### src/rtl/pc_gen_pkg.sv
// Shared types and helpers for the program-counter generator.
package pc_gen_pkg;

  localparam int XLEN_DEFAULT = 32;
  localparam int IALIGN_32    = 32;
  localparam int IALIGN_16    = 16;

  typedef enum logic [2:0] {
    SRC_SEQ,
    SRC_BRANCH,
    SRC_JALR,
    SRC_TRAP,
    SRC_PENDING
  } pc_src_e;

  // Only the two low address bits matter for either alignment mode.
  function automatic logic is_misaligned(input logic [1:0] addr_lo, input int ialign);
    return (ialign == IALIGN_16) ? addr_lo[0] : (addr_lo != 2'b00);
  endfunction

endpackage

### src/rtl/pc_target_calc.sv
// Combinational target arithmetic: sequential, PC-relative and register-relative
// targets plus their alignment flags.
module pc_target_calc
  import pc_gen_pkg::*;
#(
  parameter int XLEN   = XLEN_DEFAULT,
  parameter int IALIGN = IALIGN_32
) (
  input  logic [XLEN-1:0] pc_i,
  input  logic [XLEN-1:0] rs1_i,
  input  logic [XLEN-1:0] imm_i,
  output logic [XLEN-1:0] pc_plus4_o,
  output logic [XLEN-1:0] br_tgt_o,
  output logic [XLEN-1:0] jalr_tgt_o,
  output logic            br_misaligned_o,
  output logic            jalr_misaligned_o
);

  logic [XLEN-1:0] jalr_sum;

  assign pc_plus4_o = pc_i + XLEN'(4);
  assign br_tgt_o   = pc_i + imm_i;
  assign jalr_sum   = rs1_i + imm_i;
  assign jalr_tgt_o = {jalr_sum[XLEN-1:1], 1'b0};

  assign br_misaligned_o   = is_misaligned(br_tgt_o[1:0], IALIGN);
  assign jalr_misaligned_o = is_misaligned(jalr_tgt_o[1:0], IALIGN);

endmodule

### src/rtl/pc_gen.sv
// Program-counter register with trap/jump/branch/sequential arbitration,
// alignment rejection and a redirect holding register for stalls.
module pc_gen
  import pc_gen_pkg::*;
#(
  parameter int              XLEN         = XLEN_DEFAULT,
  parameter logic [XLEN-1:0] RESET_VECTOR = '0,
  parameter int              IALIGN       = IALIGN_32
) (
  input  logic            clock,
  input  logic            reset,
  input  logic            stall,
  input  logic            branch_taken,
  input  logic            jal,
  input  logic            jalr,
  input  logic            trap_valid,
  input  logic [XLEN-1:0] trap_vector,
  input  logic [XLEN-1:0] rs1,
  input  logic [XLEN-1:0] immediate,
  output logic [XLEN-1:0] pc,
  output logic [XLEN-1:0] pc_plus4,
  output logic [XLEN-1:0] branch_target,
  output logic            misaligned,
  output logic [XLEN-1:0] bad_target,
  output logic            redirect_pending
);

  if (IALIGN != IALIGN_32 && IALIGN != IALIGN_16) begin : g_bad_ialign
    $error("pc_gen: IALIGN must be 16 or 32");
  end
  if (is_misaligned(RESET_VECTOR[1:0], IALIGN)) begin : g_bad_reset_vector
    $error("pc_gen: RESET_VECTOR is not IALIGN-aligned");
  end

  logic [XLEN-1:0] pc_q, pc_d;
  logic [XLEN-1:0] pend_tgt_q, pend_tgt_d;
  logic            pend_q, pend_d;
  logic            mis_q, mis_d;
  logic [XLEN-1:0] bad_q, bad_d;

  logic [XLEN-1:0] br_tgt, jalr_tgt, jump_tgt;
  logic            br_mis, jalr_mis, jump_mis;
  logic            jump_req, jump_considered, jump_ok;
  pc_src_e         src;

  pc_target_calc #(
    .XLEN  (XLEN),
    .IALIGN(IALIGN)
  ) u_calc (
    .pc_i             (pc_q),
    .rs1_i            (rs1),
    .imm_i            (immediate),
    .pc_plus4_o       (pc_plus4),
    .br_tgt_o         (br_tgt),
    .jalr_tgt_o       (jalr_tgt),
    .br_misaligned_o  (br_mis),
    .jalr_misaligned_o(jalr_mis)
  );

  assign jump_req = jalr | jal | branch_taken;
  assign jump_tgt = jalr ? jalr_tgt : br_tgt;
  assign jump_mis = jalr ? jalr_mis : br_mis;
  // A jump only counts when neither a trap nor an older held redirect outranks it.
  assign jump_considered = jump_req & ~trap_valid & ~pend_q;
  assign jump_ok         = jump_considered & ~jump_mis;

  always_comb begin
    src        = SRC_SEQ;
    pc_d       = pc_q;
    pend_d     = 1'b0;
    pend_tgt_d = pend_tgt_q;
    mis_d      = jump_considered & jump_mis;
    bad_d      = (jump_considered & jump_mis) ? jump_tgt : bad_q;

    if (trap_valid)   src = SRC_TRAP;
    else if (pend_q)  src = SRC_PENDING;
    else if (jalr)    src = SRC_JALR;
    else if (jump_req) src = SRC_BRANCH;

    if (stall) begin
      pend_d = pend_q;
      if (trap_valid) begin
        pend_d     = 1'b1;
        pend_tgt_d = trap_vector;
      end else if (jump_ok) begin
        pend_d     = 1'b1;
        pend_tgt_d = jump_tgt;
      end
    end else begin
      unique case (src)
        SRC_TRAP:    pc_d = trap_vector;
        SRC_PENDING: pc_d = pend_tgt_q;
        SRC_JALR:    pc_d = jump_mis ? pc_q : jalr_tgt;
        SRC_BRANCH:  pc_d = jump_mis ? pc_q : br_tgt;
        default:     pc_d = pc_plus4;
      endcase
    end
  end

  always_ff @(posedge clock) begin
    if (reset) begin
      pc_q       <= RESET_VECTOR;
      pend_q     <= 1'b0;
      pend_tgt_q <= '0;
      mis_q      <= 1'b0;
      bad_q      <= '0;
    end else begin
      pc_q       <= pc_d;
      pend_q     <= pend_d;
      pend_tgt_q <= pend_tgt_d;
      mis_q      <= mis_d;
      bad_q      <= bad_d;
    end
  end

  assign pc               = pc_q;
  assign branch_target    = br_tgt;
  assign misaligned       = mis_q;
  assign bad_target       = bad_q;
  assign redirect_pending = pend_q;

endmodule
### config.mk
export PLATFORM = sky130hd
export DESIGN_NAME = pc_gen
export DESIGN_NICKNAME = d
export VERILOG_FILES = /design/src/rtl/pc_gen_pkg.sv /design/src/rtl/pc_target_calc.sv /design/src/rtl/pc_gen.sv
export SDC_FILE = /design/constraint.sdc
export NUM_CORES = 1
export LEC_CHECK = 0
export BUFFER_PORTS_ARGS = -buffer_cell sky130_fd_sc_hd__buf_2
export CORE_UTILIZATION = 55
export DETAILED_ROUTE_END_ITERATION = 6
export HOLD_SLACK_MARGIN = 0.06
export PLACE_DENSITY = 0.83
export RECOVER_POWER = 50
export SLEW_MARGIN = 20
export SYNTH_ARGS = -nofsm -noshare
export SYNTH_HDL_FRONTEND = slang
export SYNTH_SLANG_ARGS = --single-unit
### constraint.sdc
create_clock -name clock -period 3.4 [get_ports clock]
set_input_delay 0.34 -clock clock [delete_from_list [all_inputs] [get_ports clock]]
set_output_delay 0.34 -clock clock [all_outputs]
set_load 0.05 [all_outputs]
==> results.sh <==
export IMPL_grt_usage_pct=41.57
export IMPL_synthCells=1245
export IMPL_layout_setup_ws_ns=0.02804
export IMPL_worstRegToRegCells=10
export IMPL_io_pin_count=233
export IMPL_arrival_ns=3.03
export IMPL_end_kind="output port"
export IMPL_grt_busiest_layer="met2"
export IMPL_power_switching_share_pct=49.08
export IMPL_peakVddDrop_uv=423.3
export IMPL_grt_pass1_vias=9870
export IMPL_cts_buffers=9
export IMPL_cts_tree="built"
export IMPL_dpl_cell_area_mm2=0.01077
export IMPL_violations="DRC"
export IMPL_skew_ns=0.009405
export IMPL_drt_initial_drc_count=1596
export IMPL_clkSlewWorstSetupHoldPaths_ns=0.07
export IMPL_fillers=1416
export IMPL_tightestPinTransition_ns=0.8575
export IMPL_cp_data_required_time_ns=3.06
export IMPL_coreArea_mm2=0.01594
export IMPL_use_met1_pct=48.94
export IMPL_place_gp_congestion=1.018
export IMPL_numClockSinks=98
export IMPL_cts_max_level=3
export IMPL_nNetsFinal=1650
export IMPL_ys_ff_latch=98
export IMPL_hold_class="input pin to flop"
export IMPL_yosys_area_top_type="dfxtp_1"
export IMPL_die_h_um=129.9
export IMPL_viasPerCell=6.513
export IMPL_cts_path_max_buffers=2
export IMPL_hold_violations=0
export IMPL_clkPwrFrac_pct=20.3
export IMPL_p_seq_share_pct=24.2
export IMPL_io_buffers=232
export IMPL_post_place_ws_ns=0.02808
export IMPL_synth_area_mm2=0.008991
export IMPL_relSlewSlack_pct=42.62
export IMPL_hold_depth=3
export IMPL_grt_max_degree=45
export IMPL_vias=11100
export IMPL_synthFlopType="dfxtp_1"
export IMPL_rsz0062_at_grt="true"
export IMPL_maxSlewViolCount=0
export IMPL_grt_met3_usage_pct=9.430
export IMPL_leakage_nw=4.900
export IMPL_synth_edf_count=0
export IMPL_num_rows=46
export IMPL_synth_top_area_share_pct=21.82
export IMPL_finalPower_mw=5.669
export IMPL_drv_cap=0
export IMPL_finalSetupTns_ns=0
export IMPL_switching_power_mw=2.782
export IMPL_n_antenna_cell=0
export IMPL_seq_area_mm2=0.001971
export IMPL_dp_hpwl_um=27500
export IMPL_synth_distinct_cells=71
export IMPL_worst_path_max_fanout=5
export IMPL_multi_input_area_mm2=0.006925
export IMPL_syn_nets=1412
export IMPL_final_core_util_pct=70.56
export IMPL_initial_core_util_pct=56.40
export IMPL_async_flop_share_pct=0
export IMPL_die_x_um=129.9
export IMPL_grt_overflow=0
export IMPL_cp_start_kind="flop"
export IMPL_avgSynthCellArea_um2=7.222
export IMPL_yosys_warnings=0
export IMPL_max_freq_mhz=296.6
export IMPL_drc=12
export IMPL_antenna_found_initial=1
export IMPL_grt_pass1_wl_um=53290
export IMPL_root_buffer="clkbuf_16"
export IMPL_comb_power_share_pct=55.5
export IMPL_synth_top_cells_by_area="dfxtp_1 22%, ha_1 8.6%, a21oi_1 7.8%, nand2_1 5.9%, nor2_1 5.5%"
export IMPL_wire_per_inst_um=21.34
export IMPL_cellPowerDensity_mw_per_mm2=503.9
export IMPL_ys_seq_area_share_pct=21.82
export IMPL_drt_antenna_violating_nets=0
export IMPL_finalCritPeriodShare_pct=99.18
export IMPL_die_area_mm2=0.01686
export IMPL_areaGrowthSynthToFinish_pct=25.12
export IMPL_synth_common_cells="142 x nand2_1, 140 x a21oi_1, 131 x nor2_1, 98 x dfxtp_1, 96 x o21ai_0"
export IMPL_setup_viol=0
export IMPL_p_int_mw=2.887
export IMPL_drive_gt1_share_pct=21.24
export IMPL_met2_usage_pct=64.93
export IMPL_firstDrtPassIters=7
export IMPL_drt_wl_total_um=36360
export IMPL_final_cell_area_mm2=0.01125
export IMPL_status="finished with violations"
export IMPL_crit_type="flop to output port"
export IMPL_fin_crit_ns=3.372
export IMPL_yosysMostFrequentCell="nand2_1"
export IMPL_clk_latency_ns=0.35
[path summary, 6_finish.rpt]
check	start	endpoint	slack, ns
max	pc[0]	branch_target[26]	0.03
min	stall	redirect_pending	0.25
max reg2reg	pc[16]	pend_tgt_q[25]	0.25
min reg2reg	pend_tgt_q[20]	pend_tgt_q[20]	0.44
[layout by cell type, fill, tap and decap left out, drive strengths merged, types with 26 or more instances in the layout]
cell	n
a211oi	26
a21oi	142
buf	237
clkbuf	80
dfxtp	98
ha	62
nand2	142
nand3	37
nor2	131
nor3	34
o21ai	100
xnor2	56
xor2	28
[registers in the layout, indices dropped and copies added (netlist names)]
register,cells
pend_tgt_q,32
redirect_pending,1
pc,32
bad_target,32
misaligned,1
[power by group through the flow]
stage,logic [mW],clock network [mW],registers [mW]
6_report,3.15,1.15,1.37
5_1_grt,3.29,1.19,1.38
4_1_cts,3.03,1.14,1.36
3_5_place_dp,2.98,0,1.39
3_3_place_gp,2.96,0,1.38
2_1_floorplan,1.80,0,1.69
[repair_timing]
action                                  CTS  global route
pin swaps                                 4            11
hold buffers                              0             0
cloned                                    0             0
endpoints found under the hold margin     0             0
setup buffers                             3             5
endpoints found under the setup margin   11            20
resized for setup                        14            31
[final cells by class]
type,count,share of cell area (%)
Inverter,20,0.6673
Sequential cell,98,17.52
Clock inverter,5,0.7563
Tap cell,216,2.402
Clock buffer,11,2.158
Timing Repair Buffer,306,14.94
Multi-Input combinational cell,1048,61.56
[per-layer routing]
layer	wire length (um)	up-vias
li1	-	5067
met1	13370	5045
met2	15910	792
met3	3868	194
met4	3202	0
met5	0	-
[logic make-up after synthesis]
family	Yosys count	synth area share (%)
XOR/XNOR	84	8.433
AND/OR/NAND/NOR	434	21.88
multiplexers	15	1.767
adder cells (fa/ha/maj)	64	9.073
buffers and inverters	99	4.272
flip-flops	98	21.82
AO/OA/AOI/OAI	451	32.76
[metrics by stage]
stage	instances	hold slack [ns]
6_report	1704	0.2496
5_1_grt	1704	0.2604
4_1_cts	1699	0.2460
3_5_place_dp	1680	0.4317
3_3_place_gp	1680	0.4273
2_1_floorplan	1245	0.4159
[worst max-delay path: stages (launching register included)]
cell	delay (ns)
dfxtp_4	0.38
ha_4	0.15
fa_2	0.21
a211oi_2	0.08
o21a_2	0.23
a21oi_4	0.19
a41oi_4	0.20
o41ai_4	0.47
a41oi_1	0.17
buf_4	0.19
xnor2_4	0.23
buf_6	0.20
No activity file was read; power rests on OpenSTA's default activity.
